--- config.mk ---
export PLATFORM = sky130hd
export DESIGN_NAME = sprite_palette_engine
export DESIGN_NICKNAME = d
export VERILOG_FILES = /design/src/rtl/sprite_palette_pkg.sv /design/src/rtl/sprite_palette_engine_fx_ctrl.sv /design/src/rtl/sprite_palette_engine.sv
export SDC_FILE = /design/constraint.sdc
export NUM_CORES = 2
export LEC_CHECK = 0
export BUFFER_PORTS_ARGS = -buffer_cell sky130_fd_sc_hd__buf_4
export CAP_MARGIN = 20
export CORE_ASPECT_RATIO = 0.6
export CORE_UTILIZATION = 60
export DETAILED_ROUTE_END_ITERATION = 10
export PLACE_DENSITY = 0.76
export SLEW_MARGIN = 20
export SYNTH_ARGS = -nofsm -noshare
export SYNTH_HDL_FRONTEND = slang
export SYNTH_SLANG_ARGS = --single-unit
--- constraint.sdc ---
create_clock -name clk -period 26.8 [get_ports clk]
set_input_delay 1.34 -clock clk [delete_from_list [all_inputs] [get_ports clk]]
set_output_delay 1.34 -clock clk [all_outputs]
set_load 0.02 [all_outputs]
--- src/rtl/sprite_palette_pkg.sv ---
// Shared types and defaults for the sprite palette engine.
// Holds the colour struct, the fade FSM states and the default channel width and key index.
package sprite_palette_pkg;

   localparam int unsigned DEF_COLOR_W   = 4;
   localparam int unsigned DEF_KEY_INDEX = 15;
   localparam logic [DEF_COLOR_W-1:0] CHAN_MAX = {DEF_COLOR_W{1'b1}};

   typedef struct packed {
      logic [DEF_COLOR_W-1:0] r;
      logic [DEF_COLOR_W-1:0] g;
      logic [DEF_COLOR_W-1:0] b;
   } rgb_t;

   typedef enum logic [0:0] {
      IDLE,
      FADING
   } fade_state_t;

endpackage

--- src/rtl/sprite_palette_engine_fx_ctrl.sv ---
// Per-frame effect controller: fade level FSM and hit-flash frame counter.
// Both effects advance on frame_tick only, and they run independently of each other.
module palette_fx_ctrl
   import sprite_palette_pkg::*;
#(
   parameter int unsigned COLOR_W      = DEF_COLOR_W,
   parameter int unsigned FADE_PERIOD  = 2,
   parameter int unsigned FLASH_FRAMES = 4
) (
   input  logic               clk,
   input  logic               rst,
   input  logic               frame_tick,
   input  logic               fade_start,
   input  logic               fade_dir,
   input  logic               flash_trig,
   output logic               fade_busy,
   output logic [COLOR_W-1:0] fade_level,
   output logic               flash_active
);

   localparam int unsigned PCNT_W = (FADE_PERIOD > 1) ? $clog2(FADE_PERIOD) : 1;
   localparam int unsigned FCNT_W = $clog2(FLASH_FRAMES + 1);
   localparam logic [COLOR_W-1:0] LVL_MAX = {COLOR_W{1'b1}};
   localparam logic [PCNT_W-1:0] PCNT_LAST = PCNT_W'(FADE_PERIOD - 1);

   fade_state_t        state_q, state_d;
   logic [COLOR_W-1:0] level_q, level_d;
   logic [PCNT_W-1:0]  pcnt_q, pcnt_d;
   logic               dir_q, dir_d;
   logic [FCNT_W-1:0]  fcnt_q, fcnt_d;
   logic               at_target;
   logic               last_step;

   always_ff @(posedge clk or posedge rst) begin
      if (rst) begin
         state_q <= IDLE;
         level_q <= '0;
         pcnt_q  <= '0;
         dir_q   <= 1'b0;
         fcnt_q  <= '0;
      end else begin
         state_q <= state_d;
         level_q <= level_d;
         pcnt_q  <= pcnt_d;
         dir_q   <= dir_d;
         fcnt_q  <= fcnt_d;
      end
   end

   always_comb begin
      state_d   = state_q;
      level_d   = level_q;
      pcnt_d    = pcnt_q;
      dir_d     = dir_q;
      at_target = dir_q ? (level_q == LVL_MAX) : (level_q == '0);
      last_step = dir_q ? (level_q == LVL_MAX - 1'b1) : (level_q == {{(COLOR_W-1){1'b0}}, 1'b1});
      // A start keeps the current level so a reversal resumes from where it is.
      if (fade_start) begin
         state_d = FADING;
         pcnt_d  = '0;
         dir_d   = fade_dir;
      end else if (state_q == FADING) begin
         if (at_target) begin
            state_d = IDLE;
         end else if (frame_tick) begin
            if (pcnt_q == PCNT_LAST) begin
               pcnt_d  = '0;
               level_d = dir_q ? (level_q + 1'b1) : (level_q - 1'b1);
               if (last_step) begin
                  state_d = IDLE;
               end
            end else begin
               pcnt_d = pcnt_q + 1'b1;
            end
         end
      end
   end

   always_comb begin
      fcnt_d = fcnt_q;
      if (flash_trig) begin
         fcnt_d = FCNT_W'(FLASH_FRAMES);
      end else if (frame_tick && (fcnt_q != '0)) begin
         fcnt_d = fcnt_q - 1'b1;
      end
   end

   assign fade_busy    = (state_q == FADING);
   assign fade_level   = level_q;
   assign flash_active = (fcnt_q != '0);

endmodule

--- src/rtl/sprite_palette_engine.sv ---
// Banked, writable sprite palette with a 2-stage index-to-RGB pipeline.
// Stage 1 reads the palette; stage 2 applies transparency, hit-flash and fade.
module sprite_palette_engine
   import sprite_palette_pkg::*;
#(
   parameter int unsigned IDX_W        = 4,
   parameter int unsigned NUM_BANKS    = 4,
   parameter int unsigned COLOR_W      = DEF_COLOR_W,
   parameter int unsigned KEY_INDEX    = DEF_KEY_INDEX,
   parameter int unsigned FADE_PERIOD  = 2,
   parameter int unsigned FLASH_FRAMES = 4,
   localparam int unsigned BANK_W      = (NUM_BANKS > 1) ? $clog2(NUM_BANKS) : 1,
   localparam int unsigned RGB_W       = 3 * COLOR_W
) (
   input  logic               clk,
   input  logic               rst,
   input  logic               wr_en,
   input  logic [BANK_W-1:0]  wr_bank,
   input  logic [IDX_W-1:0]   wr_index,
   input  logic [RGB_W-1:0]   wr_rgb,
   input  logic               pix_valid,
   input  logic [BANK_W-1:0]  pix_bank,
   input  logic [IDX_W-1:0]   pix_index,
   input  logic               frame_tick,
   input  logic               fade_start,
   input  logic               fade_dir,
   input  logic               flash_trig,
   output logic               out_valid,
   output logic [COLOR_W-1:0] red,
   output logic [COLOR_W-1:0] green,
   output logic [COLOR_W-1:0] blue,
   output logic               transparent,
   output logic               fade_busy,
   output logic [COLOR_W-1:0] fade_level,
   output logic               flash_active
);

   localparam int unsigned ENTRIES = 2 ** IDX_W;
   localparam logic [COLOR_W-1:0] LVL_MAX = {COLOR_W{1'b1}};

   logic [RGB_W-1:0]   pal_q [NUM_BANKS][ENTRIES];
   logic               s1_valid_q;
   logic               s1_trans_q;
   logic [RGB_W-1:0]   s1_rgb_q;
   logic [COLOR_W-1:0] fx_r, fx_g, fx_b;

   function automatic logic [COLOR_W-1:0] sat_sub(input logic [COLOR_W-1:0] c,
                                                  input logic [COLOR_W-1:0] amt);
      return (c > amt) ? (c - amt) : '0;
   endfunction

   palette_fx_ctrl #(
      .COLOR_W     (COLOR_W),
      .FADE_PERIOD (FADE_PERIOD),
      .FLASH_FRAMES(FLASH_FRAMES)
   ) u_fx_ctrl (
      .clk         (clk),
      .rst         (rst),
      .frame_tick  (frame_tick),
      .fade_start  (fade_start),
      .fade_dir    (fade_dir),
      .flash_trig  (flash_trig),
      .fade_busy   (fade_busy),
      .fade_level  (fade_level),
      .flash_active(flash_active)
   );

   // Non-blocking write means a same-cycle lookup still sees the old entry.
   always_ff @(posedge clk or posedge rst) begin
      if (rst) begin
         for (int b = 0; b < NUM_BANKS; b++) begin
            for (int e = 0; e < ENTRIES; e++) begin
               pal_q[b][e] <= '0;
            end
         end
      end else if (wr_en) begin
         pal_q[wr_bank][wr_index] <= wr_rgb;
      end
   end

   always_ff @(posedge clk or posedge rst) begin
      if (rst) begin
         s1_valid_q <= 1'b0;
         s1_trans_q <= 1'b0;
         s1_rgb_q   <= '0;
      end else begin
         s1_valid_q <= pix_valid;
         if (pix_valid) begin
            s1_rgb_q   <= pal_q[pix_bank][pix_index];
            s1_trans_q <= (pix_index == IDX_W'(KEY_INDEX));
         end
      end
   end

   always_comb begin
      fx_r = sat_sub(s1_rgb_q[RGB_W-1 -: COLOR_W], fade_level);
      fx_g = sat_sub(s1_rgb_q[2*COLOR_W-1 -: COLOR_W], fade_level);
      fx_b = sat_sub(s1_rgb_q[COLOR_W-1:0], fade_level);
      if (s1_trans_q) begin
         fx_r = '0;
         fx_g = '0;
         fx_b = '0;
      end else if (flash_active) begin
         fx_r = LVL_MAX;
         fx_g = LVL_MAX;
         fx_b = LVL_MAX;
      end
   end

   always_ff @(posedge clk or posedge rst) begin
      if (rst) begin
         out_valid   <= 1'b0;
         red         <= '0;
         green       <= '0;
         blue        <= '0;
         transparent <= 1'b0;
      end else begin
         out_valid <= s1_valid_q;
         if (s1_valid_q) begin
            red         <= fx_r;
            green       <= fx_g;
            blue        <= fx_b;
            transparent <= s1_trans_q;
         end
      end
   end

endmodule

# Word level (Yosys, flattened, before mapping)
# Cells that the tools add are included.
# classes
n_reduce_logical,10
eq_ne,5
div_mod_pow,0
n_bitwise,6
n_mux,36
mul,0
shift,0
n_lt_le_gt_ge,9
n_addsub,7
# op_table
op,n
$bwmux W768,1
$mux W192,3
$bmux W192 S2,1
$demux W192 S2,1
$bmux W12 S4,1
$demux W12 S4,1
$mux W4,10
$mux W12,3
$mux W1,13
$eq A4 B4 Y1 const B,3
$gt A4 B4 Y1,3
$sub A4 B4 Y4,3
$ge A5 B5 Y1 const B,2
$not A4 Y5,2
$ge A3 B3 Y1 const B,2
$mux W3,2
$not A2 Y3,2
$reduce_bool A2 Y1,3
$lt A5 B1 Y1 const B,1
$reduce_and A5 Y1,1
$add A4 B1 Y4 const B,1
$eq A4 B1 Y1 const B,1
$logic_not A4 Y1,1
$sub A4 B1 Y4 const B,1
other kinds (8),11
# totals
inputBits,32
mem_bits_rw,0
mem_bits_ro,0
latch_bits,0
register_bits,806
word_cells,150
output_inout_bits,20
mem_count,0

# Logic depth before layout (Yosys ltp)
# logic_depth
ltp_word,8
depth_mapped,10
mapped_depth_nobuf,8

# Cells and area by module
# From an unflattened synthesis, not the netlist that was laid out.
# hier_totals
cells_unflattened,2529
area_unflattened_um2,37404.6
# by_module_without_submodules
module,cells_each,area_per_inst_um2,seq_area_each_um2,instances
sprite_palette_engine,2472,36760.3,19919.1,1
palette_fx_ctrl,57,644.4,250.2,1

# Worst setup path after synthesis
# OpenSTA, ideal clock, no wires.
# synth_path
kind,input to register
from,input pix_bank[0]
to,register s1_rgb_q[0]
path_slack_ps,23713
stages,7
required_ps,26674
path_buffers,3
arrival_time_ps,2961
setup_ps,126
cell_sequence,buf_6 -> buf_4 -> buf_2 -> mux2_2 -> a221oi_1 -> a211oi_1 -> o32a_1
# synth_between
elab_chain_len,7
# synth_lines
element,line_no,rtl
start: declaration,sprite_palette_engine.sv:22,"input logic [BANK_W-1:0] pix_bank,"
$not A2 Y3 (implied by the code),sprite_palette_engine.sv:89,s1_rgb_q <= pal_q[pix_bank][pix_index];
$bmux W192 S2,sprite_palette_engine.sv:89,
$mux W192 (implied by the code) (2 in series),sprite_palette_engine.sv:89,
$bmux W12 S4,sprite_palette_engine.sv:89,
$mux W12 (implied by the code) (2 in series),sprite_palette_engine.sv:89,
end signal: assignment,sprite_palette_engine.sv:89,
end: declaration,sprite_palette_engine.sv:44,logic [RGB_W-1:0] s1_rgb_q;
# No other way between the ends. The select of a mux whose other input is x is not followed.
# A chain may end at the register's enable or synchronous reset.

# Final worst setup path
# layout_path
from,input pix_bank[1]
to,register s1_rgb_q[0]
# Same word-level chain as after synthesis.

==> reports/qor.yml <==
synth:
  synthSimpleGateAreaFrac: 0.0289
  synth.mux.area_fraction: 0.350
  synth_compound_area_frac: 0.0387
  yosysWarnings: 0
  synth-seq-area-share: 0.539
  synth_top_family_by_area: "multiplexers"
  synthArstFlopShare: 1.00
  synth_cell_types: 62
  ys_ff_latch: 806
  synth_fa_ha_area_frac: 0.00763
  syn-cell-area_mm2: 0.0374
  synth_cells: 2549
  synth-edff-count: 0
  syn-num-nets: 2602
  synth_flop_cell: "dfrtp_1"
  synth.avg_cell_area_um2: 14.7
  synth-xor-area-share: 0.00211
clock_network:
  postCtsResizedCells: 0
  cts_max_level: 3
  cts.sinks: 806
  clock_path_buffers: 3
  cts_buffers: 73
  clk_pin_slew_ns: 0.07
  root_buffer: "clkbuf_16"
  cts_setup_buffers: 0
  ctsHoldBuffers: 0
  cts_tree: "done"
  clk_latency_ns: 0.63
sta:
  min_period_ns: 4.29
  rsz0062_at_grt: "false"
  finalHoldViolCount: 0
  skew_ns: 0.0214
  drv_slew: 0
  slew_headroom: 0.177
  max_clock_freq_ghz: 0.233
  fin_crit_sh: 0.160
  tns_ns: 0
  tightest_slew_ns: 1.23
  setup_violations: 0
drt:
  drt_drc_violations_left: 0
  ant_nets: 0
  vias: 22600
  first_pass_iters: 5
  viasPerCell: 6.71
  drt_iter0_markers: 2271
  avgRoutedWirePerCell_um: 29.4
  wl_mm: 99.1
setup_path:
  cp_max_fo: 60
  crit_arrival_ns: 4.81
  critical_path_class: "input pin to flip-flop"
  cp.required_ns: 27.31
  endpoint_kind: "flip-flop"
  start_kind: "input pin"
floorplanning:
  start_util: 0.611
  core_mm2: 0.0612
  dieArea_mm2: 0.0634
  pin_count: 52
  die-height_um: 195
  die_width_um: 324
  rows: 70
hold_path:
  hold_class: "flip-flop to flip-flop"
placed_design:
  port_buffers: 51
  gp_congestion: 0.871
  dpl.cell_count: 3233
  postPlaceCellArea_mm2: 0.0381
  dp_hpwl_mm: 62.5
grt:
  grt_use_total: 0.319
  grt_overflow_total: 0
  grt_pass1_vias: 23100
  grt_first_pass_wirelength_mm: 150
  grt_max_degree: 138
  antenna_found_initial: 5
status:
  outcome: "finished, final reports clean"
power_and_ir_drop:
  cellPowerDensity_mw_per_mm2: 75.1
  vdd_drop_max_mv: 0.0556
  p_leak_nw: 19.0
job:
  drv_cap: 0
cells_and_area:
  final_cell_area_mm2: 0.0406
  drive_gt1_frac: 0.454
  syn_to_final_growth_pct: 8.52
  instances_no_fill: 3369
  nNetsFinal: 2534
[flip-flops by register name, summed over array words and instances (netlist names)]
register              count
u_fx_ctrl.fcnt_q          3
out_valid                 1
green                     4
u_fx_ctrl.fade_level      4
s1_trans_q                1
blue                      4
transparent               1
s1_rgb_q                 12
u_fx_ctrl.fade_busy       1
u_fx_ctrl.pcnt_q          1
u_fx_ctrl.dir_q           1
s1_valid_q                1
red                       4
pal_q                   768
[cell usage in the layout, fill, tap and decap left out, types with 12 or more instances in the layout]
master / netlist / layout
ha_1: 18 / 18
a21oi_1: 32 / 32
mux4_2: 136 / 136
o221ai_1: 20 / 20
a22oi_1: 18 / 18
mux2i_1: 83 / 83
clkinv_2: 0 / 13
clkbuf_16: 0 / 79
clkbuf_8: 0 / 15
a211oi_1: 23 / 23
dfrtp_1: 806 / 806
nor2_1: 45 / 44
mux2_2: 789 / 789
o21ai_0: 16 / 16
clkbuf_1: 145 / 21
nor2b_1: 14 / 14
inv_1: 38 / 37
buf_4: 23 / 85
nand2_1: 86 / 86
mux4_1: 12 / 12
o22ai_1: 20 / 20
[final timing paths]
path                                  start            to  slack (ns)  cells after the start
max in group asynchronous               rst    pal_q[607]       22.87                      5
worst min-delay path             pal_q[326]    pal_q[326]        0.50                      1
worst max-delay path            pix_bank[1]   s1_rgb_q[0]       22.51                      7
min in group asynchronous               rst    pal_q[351]        0.80                      2
worst min register to register   pal_q[326]    pal_q[326]        0.50                      1
worst max register to register   pal_q[334]  s1_rgb_q[10]       24.23                      5
[power by group]
| part | internal [W] | switching [W] |
|---|---|---|
| combinational | 0.000242 | 0.000241 |
| sequential | 0.00138 | 0.0000951 |
| clock | 0.000627 | 0.000463 |
| total | 0.00225 | 0.000799 |
[per-stage QoR]
step	util	power, W	setup WS, ns	hold WS [ns]
after floorplan	-	0.00182	2.82	0.438
after global placement	0.622	0.00193	21.64	0.478
after detailed placement	0.622	0.00197	21.50	0.487
after CTS	0.662	0.00305	22.15	0.501
after global routing	0.663	0.00316	22.38	0.506
final	0.663	0.00305	22.51	0.497
[metal layers]
metal | vias to the layer above | wire [µm] | global-route usage
li1 | 9289 | - | -
met1 | 12200 | 42800 | 0.471
met2 | 987 | 42900 | 0.446
met3 | 148 | 11500 | 0.124
met4 | 6 | 1990 | 0.0769
met5 | - | 43 | 0
[worst max-delay path, stage by stage]
cell	delay [ns]
clkbuf_8	0.46
buf_4	0.82
mux4_2	0.59
mux2_2	0.33
a221oi_1	0.58
a211oi_1	0.22
o32a_1	0.39
[cell type report]
cell class	instances	area, µm²
Antenna cell	1	2.50
Tap cell	828	1040
Timing Repair Buffer	92	732
Multi-Input combinational cell	1470	16000
Inverter	38	150
Fill cell	4234	20600
Clock inverter	20	231
Clock buffer	114	2250
Sequential cell	806	20200
[Yosys cell counts (all sizes together), types with 9 or more instances]
cell type | instances | area share
inv | 38 | 0.0038
o21ai | 16 | 0.0021
mux2i | 83 | 0.022
a22oi | 18 | 0.0036
a21oi | 32 | 0.0043
a22o | 10 | 0.0023
nor3 | 10 | 0.0013
nor2b | 14 | 0.0023
o221ai | 20 | 0.0047
a221oi | 12 | 0.0030
mux2 | 789 | 0.24
clkbuf | 145 | 0.015
dfrtp | 806 | 0.54
mux4 | 148 | 0.090
nand2 | 86 | 0.0086
buf | 90 | 0.015
a211oi | 23 | 0.0046
nor2 | 45 | 0.0045
o22ai | 20 | 0.0033
nand3 | 9 | 0.0012
ha | 18 | 0.0060
[cells by family after synthesis]
group,Yosys count
XOR/XNOR,9
adder cells (fa/ha/maj),21
AO/OA/AOI/OAI,198
multiplexers,1020
flip-flops,806
AND/OR/NAND/NOR,222
buffers and inverters,273
(Power assumes the default switching activity.)
